[src/rtl/muldiv_seq.sv]
// muldiv_seq: multicycle sequencer for the RV32 M-extension operations
// (MUL/MULH/MULHSU/MULHU/DIV/DIVU/REM/REMU). It sits beside the EX-stage ALU
// and stalls the pipeline until its registered result is ready for writeback.
//
// Ports:
//   clk     rising-edge clock
//   rst     synchronous active-high reset
//   start   EX-stage M-extension instruction valid (sampled only in IDLE)
//   funct3  operation select (000 MUL ... 111 REMU)
//   op_a    rs1 value (dividend / multiplicand)
//   op_b    rs2 value (divisor / multiplier)
//   flush   pipeline flush, kills any operation in flight
//   stall   hold IF/ID/EX registers
//   busy    sequencer is not idle
//   done    one-cycle pulse, result valid for writeback
//   result  registered result, held until the next completion
module muldiv_seq #(
    parameter int XLEN = 32
) (
    input  logic            clk,
    input  logic            rst,
    input  logic            start,
    input  logic [2:0]      funct3,
    input  logic [XLEN-1:0] op_a,
    input  logic [XLEN-1:0] op_b,
    input  logic            flush,
    output logic            stall,
    output logic            busy,
    output logic            done,
    output logic [XLEN-1:0] result
);

    typedef enum logic [1:0] {IDLE, MUL, DIV, DONE} state_t;

    state_t          state;
    state_t          state_next;
    logic [1:0]      op_q;
    logic [XLEN-1:0] a_q;
    logic [XLEN-1:0] b_q;
    logic [XLEN-1:0] quot_q;
    logic [XLEN-1:0] rem_q;
    logic [4:0]      count;
    logic            neg_quot_q;
    logic            neg_rem_q;

    logic            accept;
    logic            signed_div;
    logic            a_neg;
    logic            b_neg;
    logic            div_zero;
    logic            div_ovf;
    logic            special;
    logic [XLEN-1:0] a_mag;
    logic [XLEN-1:0] b_mag;
    logic [XLEN-1:0] special_result;

    logic              a_sext;
    logic              b_sext;
    logic [2*XLEN-1:0] mul_a;
    logic [2*XLEN-1:0] mul_b;
    logic [2*XLEN-1:0] product;

    logic [XLEN:0]   rem_shift;
    logic [XLEN:0]   diff;
    logic [XLEN-1:0] quot_step;
    logic [XLEN-1:0] rem_step;
    logic [XLEN-1:0] quot_fix;
    logic [XLEN-1:0] rem_fix;
    logic [XLEN-1:0] div_result;

    assign accept = (state == IDLE) && start && !flush;
    assign stall  = accept || (state == MUL) || (state == DIV);
    assign busy   = (state != IDLE);
    // A flush on the done cycle suppresses the writeback pulse.
    assign done   = (state == DONE) && !flush;

    // Operand classification for the divide family; funct3[0]=0 means signed.
    assign signed_div = ~funct3[0];
    assign a_neg      = signed_div & op_a[XLEN-1];
    assign b_neg      = signed_div & op_b[XLEN-1];
    assign a_mag      = a_neg ? -op_a : op_a;
    assign b_mag      = b_neg ? -op_b : op_b;
    assign div_zero   = (op_b == '0);
    assign div_ovf    = signed_div && (op_a == {1'b1, {(XLEN-1){1'b0}}}) && (op_b == '1);
    assign special    = funct3[2] & (div_zero | div_ovf);

    // RISC-V defined results for divide-by-zero and signed overflow.
    always_comb begin
        special_result = '0;
        if (div_zero) begin
            special_result = funct3[1] ? op_a : '1;
        end else begin
            special_result = funct3[1] ? '0 : op_a;
        end
    end

    // Sign-extending straight to 64 bits gives the same low 64 product bits
    // as a 33x33 signed multiply, so no wider result is needed.
    assign a_sext  = (op_q == 2'b01) || (op_q == 2'b10);
    assign b_sext  = (op_q == 2'b01);
    assign mul_a   = {{XLEN{a_sext & a_q[XLEN-1]}}, a_q};
    assign mul_b   = {{XLEN{b_sext & b_q[XLEN-1]}}, b_q};
    assign product = mul_a * mul_b;

    // One restoring step: the dividend shifts out of quot_q MSB-first while
    // quotient bits shift in at the bottom.
    assign rem_shift  = {rem_q, quot_q[XLEN-1]};
    assign diff       = rem_shift - {1'b0, b_q};
    assign quot_step  = {quot_q[XLEN-2:0], ~diff[XLEN]};
    assign rem_step   = diff[XLEN] ? rem_shift[XLEN-1:0] : diff[XLEN-1:0];
    assign quot_fix   = neg_quot_q ? -quot_step : quot_step;
    assign rem_fix    = neg_rem_q ? -rem_step : rem_step;
    assign div_result = op_q[1] ? rem_fix : quot_fix;

    // State register.
    always_ff @(posedge clk) begin
        if (rst) begin
            state <= IDLE;
        end else begin
            state <= state_next;
        end
    end

    // Next-state logic; flush overrides every transition.
    always_comb begin
        state_next = state;
        case (state)
            IDLE: begin
                if (accept) begin
                    if (!funct3[2]) begin
                        state_next = MUL;
                    end else if (special) begin
                        state_next = DONE;
                    end else begin
                        state_next = DIV;
                    end
                end
            end
            MUL:     state_next = DONE;
            DIV:     if (count == 5'd31) state_next = DONE;
            DONE:    state_next = IDLE;
            default: state_next = IDLE;
        endcase
        if (flush) begin
            state_next = IDLE;
        end
    end

    // Datapath: operand capture, divide iteration and result register.
    always_ff @(posedge clk) begin
        if (rst) begin
            op_q       <= '0;
            a_q        <= '0;
            b_q        <= '0;
            quot_q     <= '0;
            rem_q      <= '0;
            count      <= '0;
            neg_quot_q <= 1'b0;
            neg_rem_q  <= 1'b0;
            result     <= '0;
        end else if (flush) begin
            count <= '0;
        end else begin
            case (state)
                IDLE: begin
                    if (start) begin
                        op_q       <= funct3[1:0];
                        a_q        <= op_a;
                        b_q        <= funct3[2] ? b_mag : op_b;
                        quot_q     <= a_mag;
                        rem_q      <= '0;
                        count      <= '0;
                        neg_quot_q <= a_neg ^ b_neg;
                        neg_rem_q  <= a_neg;
                        if (special) begin
                            result <= special_result;
                        end
                    end
                end
                MUL: begin
                    result <= (op_q == 2'b00) ? product[XLEN-1:0] : product[2*XLEN-1:XLEN];
                end
                DIV: begin
                    quot_q <= quot_step;
                    rem_q  <= rem_step;
                    count  <= count + 5'd1;
                    if (count == 5'd31) begin
                        result <= div_result;
                    end
                end
                default: begin
                end
            endcase
        end
    end

endmodule

[config.mk]
export PLATFORM = sky130hd
export DESIGN_NAME = muldiv_seq
export DESIGN_NICKNAME = d
export VERILOG_FILES = /design/src/rtl/muldiv_seq.sv
export SDC_FILE = /design/constraint.sdc
export NUM_CORES = 2
export LEC_CHECK = 0
export BUFFER_PORTS_ARGS = -buffer_cell sky130_fd_sc_hd__buf_2
export CORE_MARGIN = 4
export CORE_UTILIZATION = 45
export CTS_CLUSTER_SIZE = 16
export DETAILED_ROUTE_END_ITERATION = 6
export PLACE_DENSITY_LB_ADDON = 0.15
export RECOVER_POWER = 50
export SLEW_MARGIN = 20
export SYNTH_ARGS = -nofsm -noshare
export SYNTH_HDL_FRONTEND = slang
export SYNTH_SLANG_ARGS = --single-unit
[constraint.sdc]
create_clock -name clk -period 8.9 [get_ports clk]
set_input_delay 0 -clock clk [delete_from_list [all_inputs] [get_ports clk]]
set_output_delay 0 -clock clk [all_outputs]
set_load 0.1 [all_outputs]
==> impl_metrics.toml <==
[logic_synthesis]
yosysSeqAreaShare_pct = 6.670
synthArstFlopShare_pct = 0
yosys_warnings = 0
ys_types = 87
synth_mux_area_share_pct = 0.5973
ys_ff_latch = 171
synth_top_family_by_area = "adder cells"
synth_ff_type = "dfxtp_1"
synth-edff-count = 0
synth_adder_area_share_pct = 50.77
syn_inst = 6148
synthXorXnorAreaFrac_pct = 3.291
synth_simple_gate_area_share_pct = 17.06
synth_compound_area_share_pct = 9.566
avgSynthCellArea_um2 = 8.348
synthesis.area_mm2 = 0.05133
syn_nets = 7603

[run_status]
violations = "max-capacitance violations, max-slew violations"
status = "complete, but fails checks"

[sta]
slew_headroom_pct = -127.0
grt_setup_unrepaired = "true"
fmax_mhz = 116.3
period_minus_slack_ns = 8.598
maxSlewViolCount = 228
fin_crit_sh_pct = 96.61
tightest_slew_ns = 3.405
hold_ws_ns = 0.02294
finClkSkew_ns = 0.01320
final_hold_viol_count = 0
final.setup.worst_slack_ns = 0.3021
final-setup-viol-count = 0

[global_route]
grt_use_total_pct = 27.63
overflow = 0
antenna_found_initial = 0
grt_pass1_vias = 44290
grt_pass1_wl_mm = 257.6
grt_max_degree = 87

[min_path]
hold_start = "flush"
hp-class = "in -> reg"
min_to = "state[0]$_SDFFE_PP0P_"
whs_path_depth = 3

[pwr]
p_comb_share_pct = 59.0
p_seq_share_pct = 20.7
cellInternalPower_uw = 2128
power_density_mw_per_mm2 = 73.65
ir_drop_mv = 0.1524
pwr-share-clk_pct = 20.3
p_leak_uw = 0.02518
p_switching_uw = 1987
p_sw_share_pct = 48.30

[setup_path]
r2r_cells = 30
crit_type = "reg -> reg"
endpoint_kind = "flop"
cp_max_fo = 17
required_ns = 9.32
cp_common_cell = "fa_1"
max_stage_delay_ns = 0.56
rrSetupSlack_ns = 0.30
startpoint_type = "flop"
cp_slowest_cell = "fa_2"
r2r_start = "op_q[1]$_SDFFE_PP0P_"
worstPathArrival_ns = 9.02
r2r_end = "result[30]$_SDFFE_PP0P_"

[drt]
totalWireLength_mm = 161.6
antenna_left = 0
vias_per_cell = 5.472
wl_per_cell_um = 21.03
drc = 0
via_count = 42060
drt_iter0_markers = 2874
drt-pass1-iter-count = 6

[die]
core_area_mm2 = 0.1128
die_h_um = 345.7
start_util_pct = 45.50
dieArea_mm2 = 0.1195
ios = 106
die_width_um = 345.7
core.rowCount = 123

[final_layout]
multi_input_area_mm2 = 0.04189
fillers = 11070
drive_gt1_share_pct = 6.176
insertedDiodeCount = 0
area_growth_pct = 8.859
fin_nets = 7627
regArea_mm2 = 0.003425

[clock_network]
cts.path.max_buffers = 2
htreeDepth = 4
clock_latency_ns = 0.50
cts_tree = "done"
cts_made_buffers = 17
path_clk_slew_ns = 0.08
cts_sinks = 171
cts_root_buf = "clkbuf_16"

[placed_design]
portBuffers = 105
pre_cts_slack_ns = 0.03576
place.gp.congestion = 0.9621
dp_hpwl_mm = 129.2

[job]
maxCapViolations = 4
-- routing by layer --
| metal | wire [um] | global-route usage [%] |
|---|---|---|
| met5 | 0 | 0 |
| met4 | 7250 | 10.46 |
| met3 | 8625 | 3.333 |
| met2 | 78890 | 47.32 |
| met1 | 66850 | 35.97 |
-- critical path: cells and delay by family, from the launching register on --
family                     cells  cell delay (ns)
muxes                          2             0.61
and+or+nand+nor                6             1.04
AOI/OAI and AO/OA              5             1.12
adders and majority gates     10             4.69
buffers and inverters          7             0.74
DFF                            1             0.33
-- state kept, by name (all words and copies together), names as in the netlist --
| register | cells |
|---|---|
| count | 5 |
| b_q | 32 |
| a_q | 32 |
| neg_rem_q | 1 |
| neg_quot_q | 1 |
| rem_q | 32 |
| quot_q | 32 |
| op_q | 2 |
| result | 32 |
| state | 2 |
-- cell families (layout without fill, tap and decap cells) --
logic type,Yosys count,in the layout
buf+inv,1642,1679
fa+ha+maj,1413,1413
simple gates,1931,1931
compound gates,769,769
xor+xnor,192,192
flops,171,171
mux,30,30
-- timing repair --
item | in CTS | in global routing
setup endpoints to repair | 0 | 16
hold buffers | 67 | 0
gates resized for setup | 0 | 33
endpoints found under the hold margin | 82 | 0
buffers inserted | 0 | 0
-- worst max-delay path by stage --
stage / cells after the start / startpoint / slack, ns / end
after detailed placement: 34 / op_q[1]$_SDFFE_PP0P_ / 0.04 / result[25]$_SDFFE_PP0P_
after floorplan: 32 / op_q[1]$_SDFFE_PP0P_ / 0.07 / result[30]$_SDFFE_PP0P_
after global routing: 33 / op_q[0]$_SDFFE_PP0P_ / -0.08 / result[30]$_SDFFE_PP0P_
after CTS: 34 / op_q[1]$_SDFFE_PP0P_ / 0.02 / result[25]$_SDFFE_PP0P_
after global placement: 34 / op_q[0]$_SDFFE_PP0P_ / 0.14 / result[25]$_SDFFE_PP0P_
final: 30 / op_q[1]$_SDFFE_PP0P_ / 0.30 / result[30]$_SDFFE_PP0P_
-- synthesized netlist by cell type, types with 31 or more instances --
| cell type | count | share of area, % |
|---|---|---|
| inv_1 | 1262 | 9.2 |
| fa_1 | 1126 | 44 |
| nand2_1 | 1099 | 8.0 |
| clkbuf_1 | 350 | 2.6 |
| and2_1 | 288 | 3.5 |
| ha_1 | 258 | 6.3 |
| a21oi_1 | 239 | 2.3 |
| nor2_1 | 238 | 1.7 |
| dfxtp_1 | 171 | 6.7 |
| o21ai_0 | 152 | 1.5 |
| xnor2_1 | 125 | 2.1 |
| xor2_1 | 66 | 1.1 |
| a211oi_1 | 52 | 0.76 |
| nor3_1 | 43 | 0.42 |
| a21o_1 | 40 | 0.59 |
| nand3_1 | 38 | 0.37 |
| and3_1 | 34 | 0.41 |
| nand2b_1 | 31 | 0.38 |
-- final cells by class --
| cell class | count | share of cell area, % |
|---|---|---|
| Inverter | 1265 | 8.498 |
| Timing Repair Buffer | 382 | 5.914 |
| Tap cell | 1500 | 3.359 |
| Clock inverter | 14 | 0.3314 |
| Sequential cell | 171 | 6.129 |
| Clock buffer | 18 | 0.7860 |
| Multi-Input combinational cell | 4335 | 74.98 |
-- through the flow --
stage	area (um2)	setup TNS (ns)	util, %	std cells	total power, uW
CTS	55790	0	49.46	7685	4115
finish	55870	0	49.53	7685	4115
global route	55870	-0.1392	49.53	7685	4391
global placement	54490	0	48.30	7586	3229
detailed placement	54490	0	48.31	7586	3238
floorplan	51330	0	-	6148	2274
-- power groups by stage --
stage,Combinational (uW),Sequential (uW),Clock [uW]
2_1_floorplan,1410,865,0
3_3_place_gp,2360,866,0
3_5_place_dp,2370,867,0
4_1_cts,2410,849,852
5_1_grt,2660,854,873
6_report,2430,850,837
-- placed cells by master, fill, tap and decap left out, types with 15 or more instances in the layout --
cell           instances
inv_1               1261
fa_1                1122
nand2_1             1099
and2_1               287
ha_1                 258
nor2_1               237
a21oi_1              236
dfxtp_1              170
buf_4                160
o21ai_0              151
xnor2_1              124
buf_2                 69
dlygate4sd3_1         67
xor2_1                66
a211oi_1              50
buf_12                47
nor3_1                41
a21o_1                40
clkbuf_1              39
nand3_1               38
and3_1                34
nand2b_1              31
maj3_1                29
o31ai_1               29
o211ai_1              27
a31oi_1               26
a22oi_1               26
or3_1                 25
nand4_1               24
mux2i_1               23
a221oi_1              20
nor4_1                19
or2_2                 18
o21a_1                17
clkbuf_16             17
o21bai_1              16
o21ai_1               16
nor2b_1               16
o41ai_1               16
or4_1                 15
Power figures use the tool's default switching activity.
